<file path="config.mk">
export PLATFORM = sky130hd
export DESIGN_NAME = cpu_inst_sequencer
export DESIGN_NICKNAME = d
export VERILOG_FILES = /design/src/rtl/seq_pkg.sv /design/src/rtl/seq_prog_mem.sv /design/src/rtl/cpu_inst_sequencer.sv
export SDC_FILE = /design/constraint.sdc
export NUM_CORES = 1
export LEC_CHECK = 0
export CAP_MARGIN = 20
export CORE_MARGIN = 4
export CORE_UTILIZATION = 50
export DETAILED_ROUTE_END_ITERATION = 10
export PLACE_DENSITY = 0.68
export SLEW_MARGIN = 0
export SYNTH_ARGS = -nofsm -noshare
export SYNTH_HDL_FRONTEND = slang
export SYNTH_SLANG_ARGS = --single-unit
</file>
<file path="constraint.sdc">
create_clock -name clk -period 3.6 [get_ports clk]
set_input_delay 0.72 -clock clk [delete_from_list [all_inputs] [get_ports clk]]
set_output_delay 0.72 -clock clk [all_outputs]
set_load 0.02 [all_outputs]
</file>
<file path="src/rtl/seq_pkg.sv">
// Shared definitions for the instruction sequencer and the 8-bit CPU core.
// Holds the sequencer state encoding, the idle opcode and the core's 4-bit ISA opcodes.
package seq_pkg;

  typedef enum logic [0:0] {
    IDLE = 1'b0,
    RUN  = 1'b1
  } seq_state_e;

  localparam logic [3:0] OP_MVR = 4'h0;
  localparam logic [3:0] OP_LDB = 4'h1;
  localparam logic [3:0] OP_STB = 4'h2;
  localparam logic [3:0] OP_RDS = 4'h3;
  localparam logic [3:0] OP_NOP = 4'h4;
  localparam logic [3:0] OP_NOT = 4'h5;
  localparam logic [3:0] OP_AND = 4'h6;
  localparam logic [3:0] OP_OR  = 4'h7;
  localparam logic [3:0] OP_XOR = 4'h8;
  localparam logic [3:0] OP_ADD = 4'h9;
  localparam logic [3:0] OP_SUB = 4'hA;
  localparam logic [3:0] OP_MUL = 4'hB;

  // Opcode in the high nibble; a zero low nibble leaves the register file untouched.
  localparam logic [7:0] NOP_INST = {OP_NOP, 4'h0};

  function automatic logic [15:0] pack_word(input logic [7:0] inst, input logic [7:0] data);
    return {inst, data};
  endfunction

endpackage

</file>
<file path="src/rtl/seq_prog_mem.sv">
// Program store for the instruction sequencer: DEPTH x W, one write port,
// asynchronous read, contents deliberately left unreset.
module seq_prog_mem #(
  parameter int DEPTH = 16,
  parameter int AW    = 4,
  parameter int W     = 16
) (
  input  logic          clk,
  input  logic          i_we,
  input  logic [AW-1:0] i_waddr,
  input  logic [W-1:0]  i_wdata,
  input  logic [AW-1:0] i_raddr,
  output logic [W-1:0]  o_rdata
);

  logic [W-1:0] r_mem [DEPTH];

  // Write port; no reset so the array maps onto plain storage.
  always_ff @(posedge clk) begin
    if (i_we) begin
      r_mem[i_waddr] <= i_wdata;
    end
  end

  assign o_rdata = r_mem[i_raddr];

endmodule

</file>
<file path="src/rtl/cpu_inst_sequencer.sv">
// Stores a short program of {opcode, operand} words and replays it onto the CPU core buses.
// Optional macro SEQ_HOLD_EN adds a 'hold' input that pauses replay without losing position.
module cpu_inst_sequencer #(
  parameter int         DEPTH    = 16,
  parameter int         AW       = 4,
  parameter logic [7:0] NOP_INST = seq_pkg::NOP_INST
) (
  input  logic        clk,
  input  logic        rst_n,
  input  logic        clear,
  input  logic        load_valid,
  output logic        load_ready,
  input  logic [7:0]  load_inst,
  input  logic [7:0]  load_data,
  input  logic [7:0]  loops,
  input  logic        start,
  input  logic        stop,
`ifdef SEQ_HOLD_EN
  input  logic        hold,
`endif
  output logic [AW:0] prog_len,
  output logic        issue_valid,
  output logic [7:0]  issue_inst,
  output logic [7:0]  issue_data,
  output logic        busy,
  output logic        done
);

  import seq_pkg::*;

  localparam logic [AW:0] FULL_LEN = (AW+1)'(DEPTH);
  localparam logic [AW:0] ONE_LEN  = (AW+1)'(1);

  seq_state_e    r_state;
  logic [AW:0]   r_prog_len;
  logic [AW-1:0] r_pc;
  logic [7:0]    r_pass_cnt;
  logic          r_issue_valid;
  logic [7:0]    r_issue_inst;
  logic [7:0]    r_issue_data;
  logic          r_busy;
  logic          r_done;

  logic          w_load_fire;
  logic          w_last;
  logic          w_hold;
  logic [15:0]   w_rd_word;

`ifdef SEQ_HOLD_EN
  assign w_hold = hold;
`else
  assign w_hold = 1'b0;
`endif

  assign load_ready  = (r_state == IDLE) && (r_prog_len < FULL_LEN) && !clear;
  assign w_load_fire = load_valid && load_ready;
  assign w_last      = ({1'b0, r_pc} == (r_prog_len - ONE_LEN));

  seq_prog_mem #(
    .DEPTH (DEPTH),
    .AW    (AW),
    .W     (16)
  ) u_mem (
    .clk     (clk),
    .i_we    (w_load_fire),
    .i_waddr (r_prog_len[AW-1:0]),
    .i_wdata (pack_word(load_inst, load_data)),
    .i_raddr (r_pc),
    .o_rdata (w_rd_word)
  );

  // Sequencer FSM with program length, replay pointer and registered issue outputs.
  always_ff @(posedge clk or negedge rst_n) begin
    if (!rst_n) begin
      r_state       <= IDLE;
      r_prog_len    <= '0;
      r_pc          <= '0;
      r_pass_cnt    <= 8'h00;
      r_issue_valid <= 1'b0;
      r_issue_inst  <= NOP_INST;
      r_issue_data  <= 8'h00;
      r_busy        <= 1'b0;
      r_done        <= 1'b0;
    end else if (clear) begin
      r_state       <= IDLE;
      r_prog_len    <= '0;
      r_pc          <= '0;
      r_pass_cnt    <= r_pass_cnt;
      r_issue_valid <= 1'b0;
      r_issue_inst  <= NOP_INST;
      r_issue_data  <= 8'h00;
      r_busy        <= 1'b0;
      r_done        <= 1'b0;
    end else begin
      case (r_state)
        IDLE: begin
          r_issue_valid <= 1'b0;
          r_issue_inst  <= NOP_INST;
          r_issue_data  <= 8'h00;
          r_done        <= 1'b0;
          if (w_load_fire) begin
            r_prog_len <= r_prog_len + ONE_LEN;
          end else begin
            r_prog_len <= r_prog_len;
          end
          // Start looks at the length before any same-cycle load lands.
          if (start && !stop && (r_prog_len != '0)) begin
            r_state    <= RUN;
            r_pc       <= '0;
            r_pass_cnt <= loops;
            r_busy     <= 1'b1;
          end else begin
            r_state    <= IDLE;
            r_busy     <= 1'b0;
          end
        end
        RUN: begin
          if (stop) begin
            r_state       <= IDLE;
            r_issue_valid <= 1'b0;
            r_issue_inst  <= NOP_INST;
            r_issue_data  <= 8'h00;
            r_busy        <= 1'b0;
            r_done        <= 1'b0;
          end else if (w_hold) begin
            r_issue_valid <= 1'b0;
            r_issue_inst  <= NOP_INST;
            r_issue_data  <= 8'h00;
            r_busy        <= 1'b1;
            r_done        <= 1'b0;
          end else begin
            r_issue_valid <= 1'b1;
            r_issue_inst  <= w_rd_word[15:8];
            r_issue_data  <= w_rd_word[7:0];
            if (w_last) begin
              if (r_pass_cnt != 8'h00) begin
                r_pc       <= '0;
                r_pass_cnt <= r_pass_cnt - 8'h01;
                r_busy     <= 1'b1;
                r_done     <= 1'b0;
              end else begin
                r_state    <= IDLE;
                r_busy     <= 1'b0;
                r_done     <= 1'b1;
              end
            end else begin
              r_pc   <= r_pc + {{(AW-1){1'b0}}, 1'b1};
              r_busy <= 1'b1;
              r_done <= 1'b0;
            end
          end
        end
        default: begin
          r_state       <= IDLE;
          r_issue_valid <= 1'b0;
          r_issue_inst  <= NOP_INST;
          r_issue_data  <= 8'h00;
          r_busy        <= 1'b0;
          r_done        <= 1'b0;
        end
      endcase
    end
  end

  assign prog_len    = r_prog_len;
  assign issue_valid = r_issue_valid;
  assign issue_inst  = r_issue_inst;
  assign issue_data  = r_issue_data;
  assign busy        = r_busy;
  assign done        = r_done;

endmodule

</file>
==> results.md, run 1 <==
* Die W at 160.5 um
* Commonest non-fill, non-tap cells in the layout: edfxtp_1, mux4_2, clkdlybuf4s50_1
* DRC at 0
* Syn Area/Cell at 20.33 um2
* Vias in the first global route at 6088
* Critical path endpoint category: primary output
* Clk_skew at 21.53 ps
* Via count at 5698
* Clk root buf: clkbuf_16
* HP Class: in -> async
* CTS tree: yes
* Antenna violations before repair at 0
* Initial DRC Count at 561
* Critical path arrival at 2290 ps
* CTS Buffer Depth at 3
* Net switching power at 1.524 mW
* Hold_buf cts at 0
* Final setup viols at 0
* Yosys cell types at 57
* Leak at 4.414 nW
* Max Freq at 0.3324 GHz
* P_int at 5.777 mW
* Gate Count Post-Synth at 572
* Status: completed
* Worst Path Required at 2880 ps
* # resized after CTS at 0
* Clk_lat worst skew at 550 ps
* Port-buffer cells at 54
* Async SR Flop Fraction at 12.33%
* GRT Max-Usage Layer: met2
* Worst flop-to-flop path startpoint: prog_len[0]
* Cell taking the most area after synthesis: edfxtp_1
* Seq/Total Area, Yosys at 73.86%
* H-tree levels at 1
* Clk pwr share at 42.0%
* Peak supply drop at 0.4706 mV
* Highest-delay cell along the critical path: clkdlybuf4s50_1
* IO Count at 55
* Core area at 22780 um2
* Max cap viols at 0
* TritonCTS buffer count at 30
* Setup TNS at 0 ps
* Synth Register Bits at 292
* CP Launch Type: primary input
* Effective utilization at floorplan at 51.05%
* Max Slew Vio Count at 0
* Prevailing post-synth register cell: edfxtp_1
* Met1 global-route usage at 25.39%
* Synth top area share at 66.11%
* Worst-path fanout max at 12
* Largest net degree at the start of global routing at 69
* Synth Warn # at 0
* First element of the critical path: clear
* Cells along the critical path: clkdlybuf4s50_1 -> nor3_1 -> clkdlybuf4s50_1
* Layout cell share with drive strength beyond 1 at 25.33%
* Area contributors post-synth: edfxtp_1, mux4_2, dfrtp_1
* Final Non-Filler Cells at 992
* Clock sinks at 292
* Area grow syn2layout at 17.53%
* Die height at 160.5 um
* Commonest non-fill, non-tap cell in the layout: edfxtp_1
* Placed cell count at 935
* Crit share post-route at 83.56%
* GR Util All Layers at 18.96%
* Antenna diode count at 0
* Final Hold Viols at 0
* Post-route ant nets at 0
* Drt via density at 5.744
* Largest delay share family, worst path: buffers and inverters
* GR met2 Demand/Resource at 32.75%
* Switch share at 20.88%
* Slew Limit Headroom at 40.52%
* RSZ-0062 raised after global routing: false
* Combinational Power Share at 5.5%
* Power per cell area at 534.3 nW/um2
* First-pass GRT wire length at 37.10 mm
* Max incr delay on CP at 650 ps
* Clock Pin Slew Worst Setup and Hold Paths at 60 ps
* Number of flops mapped to enable cells by yosys at 256
* CP bufs+invs at 2
* Least-Margin Pin Slew at 892.2 ps
* Nets at 691
* Post-Syn Nets at 608
* Crit Path Class: in -> out
* Most used cell, CP: clkdlybuf4s50_1
* Reg power frac at 52.5%
* Post-CTS Repair Setup Buffers at 0
* Std cell rows at 55
* Final wirelength at 23.81 mm
* Router iterations before antenna repair at 5
* M3 GR Usage at 3.002%
* DP HPWL at 15.26 mm
* Global route overflow at 0
* Die footprint at 25760 um2
* Final GP Congestion at 0.8560
* DR WL/cell at 24.00 um
* Synthesized cell area at 11630 um2
* Final min period at 3008 ps
## Yosys cell counts, drive strengths merged, types with 4 or more instances
cell type and n:
nor2 28, mux4 80, edfxtp 256, nor4 4, buf 22, xor2 4, ha 6, inv 9
clkbuf 10, dfrtp 35, nand2b 9, o21ai 7, nor3 10, nand2 18, xnor2 5, and2 16
## cell type report
type | count | area, um2
Multi-Input combinational cell | 239 | 2867
Clock buffer | 41 | 792.0
Timing Repair Buffer | 83 | 790.8
Tap cell | 313 | 391.6
Fill cell | 1635 | 9111
Sequential cell | 292 | 8594
Inverter | 9 | 33.78
Clock inverter | 15 | 197.7
## power by group through the flow
stage               clock [mW]  sequential (mW)  combinational (mW)
finish                    3.06             3.83               0.402
global placement             0             3.90               0.387
floorplan                    0             3.88               0.243
global route              3.29             3.84               0.442
CTS                       3.12             3.83               0.405
detailed placement           0             3.90               0.402
## state kept, by name (all words and copies together) (netlist names)
name,count
issue_valid,1
u_mem.r_mem,256
issue_inst,8
done,1
r_pass_cnt,8
issue_data,8
busy,1
r_pc,4
prog_len,5
## metrics by stage
stage | util (%) | cell area, um2 | setup slack [ps] | power [mW] | hold WS, ps
after floorplan | - | 11630 | 11.20 | 4.124 | 424.4
after global placement | 55.57 | 12660 | 585.9 | 4.287 | 537.6
after detailed placement | 55.57 | 12660 | 510.6 | 4.307 | 551.5
after CTS | 59.91 | 13650 | 574.2 | 7.357 | 375.4
after global routing | 60.00 | 13670 | 480.0 | 7.574 | 86.71
final | 60.00 | 13670 | 591.8 | 7.302 | 87.73
## kinds of logic (layout without fill, tap and decap cells)
kind of cell               count (synthesis)  count (layout)  synth area share (%)
and+or+nand+nor                          103             103                 4.594
DFF                                      292             292                 73.86
adders and majority gates                  6               6                0.6456
buffers and inverters                     41             148                 1.851
muxes                                     84              84                 15.97
xor gates and xnor gates                   9               9                0.6778
AOI/OAI and AO/OA                         37              37                 2.400
## worst paths after layout
path                       depth (start not counted)             to  slack (ps)
min in group clk                                   2  r_pass_cnt[4]         560
hold reg to reg                                    2  r_pass_cnt[4]         560
hold / removal                                     1  issue_data[3]          90
setup reg to reg                                   7  r_pass_cnt[5]         910
max in group asynchronous                          2  issue_inst[6]        2970
setup / recovery                                   3     load_ready         590
## layer usage
layer / vias to the layer above / part of all wire, %
li1: 2509 / -
met3: 38 / 4.4
met1: 2986 / 40
met4: 0 / 2.5
met5: - / 0
met2: 165 / 53
Note: power is estimated with default switching activity, not from simulation.
==> run 2: changes to the inputs <==
PLACE_DENSITY = 0.71   (was 0.68)
clock period = 2.6 ns   (was 3.6 ns; I/O delays follow)
==> run 2 against run 1 <==
Compared with the run above:
- register-to-register slack lost 650 ps
- critical endpoint unchanged
- combinational power grew 54%
- clock skew shrank 7.9 ps
==> results.md, run 2 (synthesized netlist as in run 1, its figures left out) <==
* Status: completed
* Largest net degree at the start of global routing at 28
* Vias in the first global route at 6143
* TritonCTS buffer count at 29
* Clk_lat worst skew at 550 ps
* Cells along the critical path: clkdlybuf4s50_1 -> nor3_4 -> clkdlybuf4s50_1
* Final GP Congestion at 0.8762
* Final Hold Viols at 0
* Port-buffer cells at 54
* CP Launch Type: primary input
* Clock sinks at 292
* Sequential Area at 8594 um2
* Antenna diode count at 0
* Worst Path Required at 2080 ps
* Critical path endpoint category: primary output
* Max incr delay on CP at 630 ps
* Number of fillers in the final layout at 1548
* Max Slew Vio Count at 0
* Largest delay share family, worst path: buffers and inverters
* Worst-path fanout max at 6
* Die W at 160.5 um
* Area grow syn2layout at 20.56%
* Slew Limit Headroom at 51.74%
* Nets at 704
* Die height at 160.5 um
* GRT Max-Usage Layer: met2
* Final wirelength at 25.04 mm
* Power per cell area at 711.4 nW/um2
* Highest-delay cell along the critical path: clkdlybuf4s50_1
* Std cell rows at 55
* Core area at 22780 um2
* Antenna violations before repair at 1
* Clk root buf: clkbuf_16
* Post-Place Setup Slack at 49.49 ps
* Post-CTS Repair Setup Buffers at 0
* CP bufs+invs at 2
* GR met2 Demand/Resource at 30.64%
* Router iterations before antenna repair at 4
* Least-Margin Pin Slew at 721.6 ps
* Leak at 4.498 nW
* DP HPWL at 15.77 mm
* Via count at 5967
* Global route overflow at 0
* M3 GR Usage at 3.823%
* Effective utilization at floorplan at 51.05%
* Critical path arrival at 1910 ps
* Crit Path Class: in -> out
* Met1 global-route usage at 29.88%
* Fin worst setup slack at 169.1 ps
* IO Count at 55
* Setup TNS at 0 ps
* Most used cell, CP: clkdlybuf4s50_1
* HP Class: in -> async
* Initial DRC Count at 658
* Layout cell share with drive strength beyond 1 at 28.51%
* Crit share post-route at 93.50%
* Final setup viols at 0
* Peak supply drop at 0.5940 mV
* CTS Buffer Depth at 3
* Die footprint at 25760 um2
* DR WL/cell at 24.94 um
* H-tree levels at 1
* Post-route ant nets at 0
* RSZ-0062 raised after global routing: false
* Max Freq at 0.4114 GHz
* Top reg by flops: u_mem.r_mem
* Clk_skew at 13.60 ps
* First-pass GRT wire length at 38.48 mm
* Pwr Total at 9.973 mW
* CTS tree: yes
* DRC at 0
* GR Util All Layers at 19.75%
* Commonest non-fill, non-tap cells in the layout: edfxtp_1, mux4_2, clkdlybuf4s50_1
* Area of the multi-input gates at 2952 um2
* Commonest non-fill, non-tap cell in the layout: edfxtp_1
* Drt via density at 5.943
* Clock Pin Slew Worst Setup and Hold Paths at 60 ps
* Worst reg2reg setup slack at 260 ps
* Max cap viols at 0
* Final min period at 2431 ps
* Max reg flops at 256
[run 2: repair_timing]
action,CTS,global route
endpoints found under the hold margin,11,0
endpoints found under the setup margin,0,2
hold buffers,1,0
resized for setup,0,2
[run 2: worst paths after layout]
check / start / endpoint / depth (start not counted)
min: rst_n / issue_inst[0] / 2
max in group asynchronous: rst_n / issue_inst[6] / 3
min reg2reg: r_pass_cnt[4] / r_pass_cnt[4] / 2
max reg2reg: r_pc[0] / issue_data[1] / 4
min in group clk: r_pass_cnt[4] / r_pass_cnt[4] / 2
max: clear / load_ready / 3
[run 2: cell type report]
class,instances,area share (%)
Multi-Input combinational cell,239,21.05
Inverter,9,0.2410
Clock inverter,14,0.9996
Clock buffer,40,5.685
Timing Repair Buffer,97,7.925
Tap cell,313,2.793
Sequential cell,292,61.30
[run 2: worst register-to-register path, stage by stage (launching register included)]
cell and delay [ps]:
dfrtp_4 660, buf_12 240, mux4_1 630, mux4_2 500
and2_1 200
[run 2: report_power, final]
part           internal (mW)  switching (mW)  leakage, nW
clock                   2.35            1.70        0.453
sequential              5.20          0.0990         2.78
combinational          0.286           0.332         1.26
total                   7.84            2.13         4.50
[run 2: per-stage QoR]
| stage | util [%] | hold slack (ps) | cells | instance area [um2] |
|---|---|---|---|---|
| 2_1_floorplan | - | 224.4 | 572 | 11730 |
| 3_3_place_gp | 57.32 | 473.1 | 949 | 13060 |
| 3_5_place_dp | 57.32 | 474.4 | 949 | 13060 |
| 4_1_cts | 61.48 | 438.4 | 1004 | 14000 |
| 5_1_grt | 61.55 | 457.9 | 1004 | 14020 |
| 6_report | 61.55 | 429.3 | 1004 | 14020 |
[run 2: per-layer routing]
layer / up-vias / wire length [um] / part of all wire, %
met1: 3151 / 10960 / 44
met3: 37 / 1719 / 6.9
met2: 235 / 11960 / 48
met4: 0 / 397 / 1.6
li1: 2544 / - / -
met5: - / 0 / 0
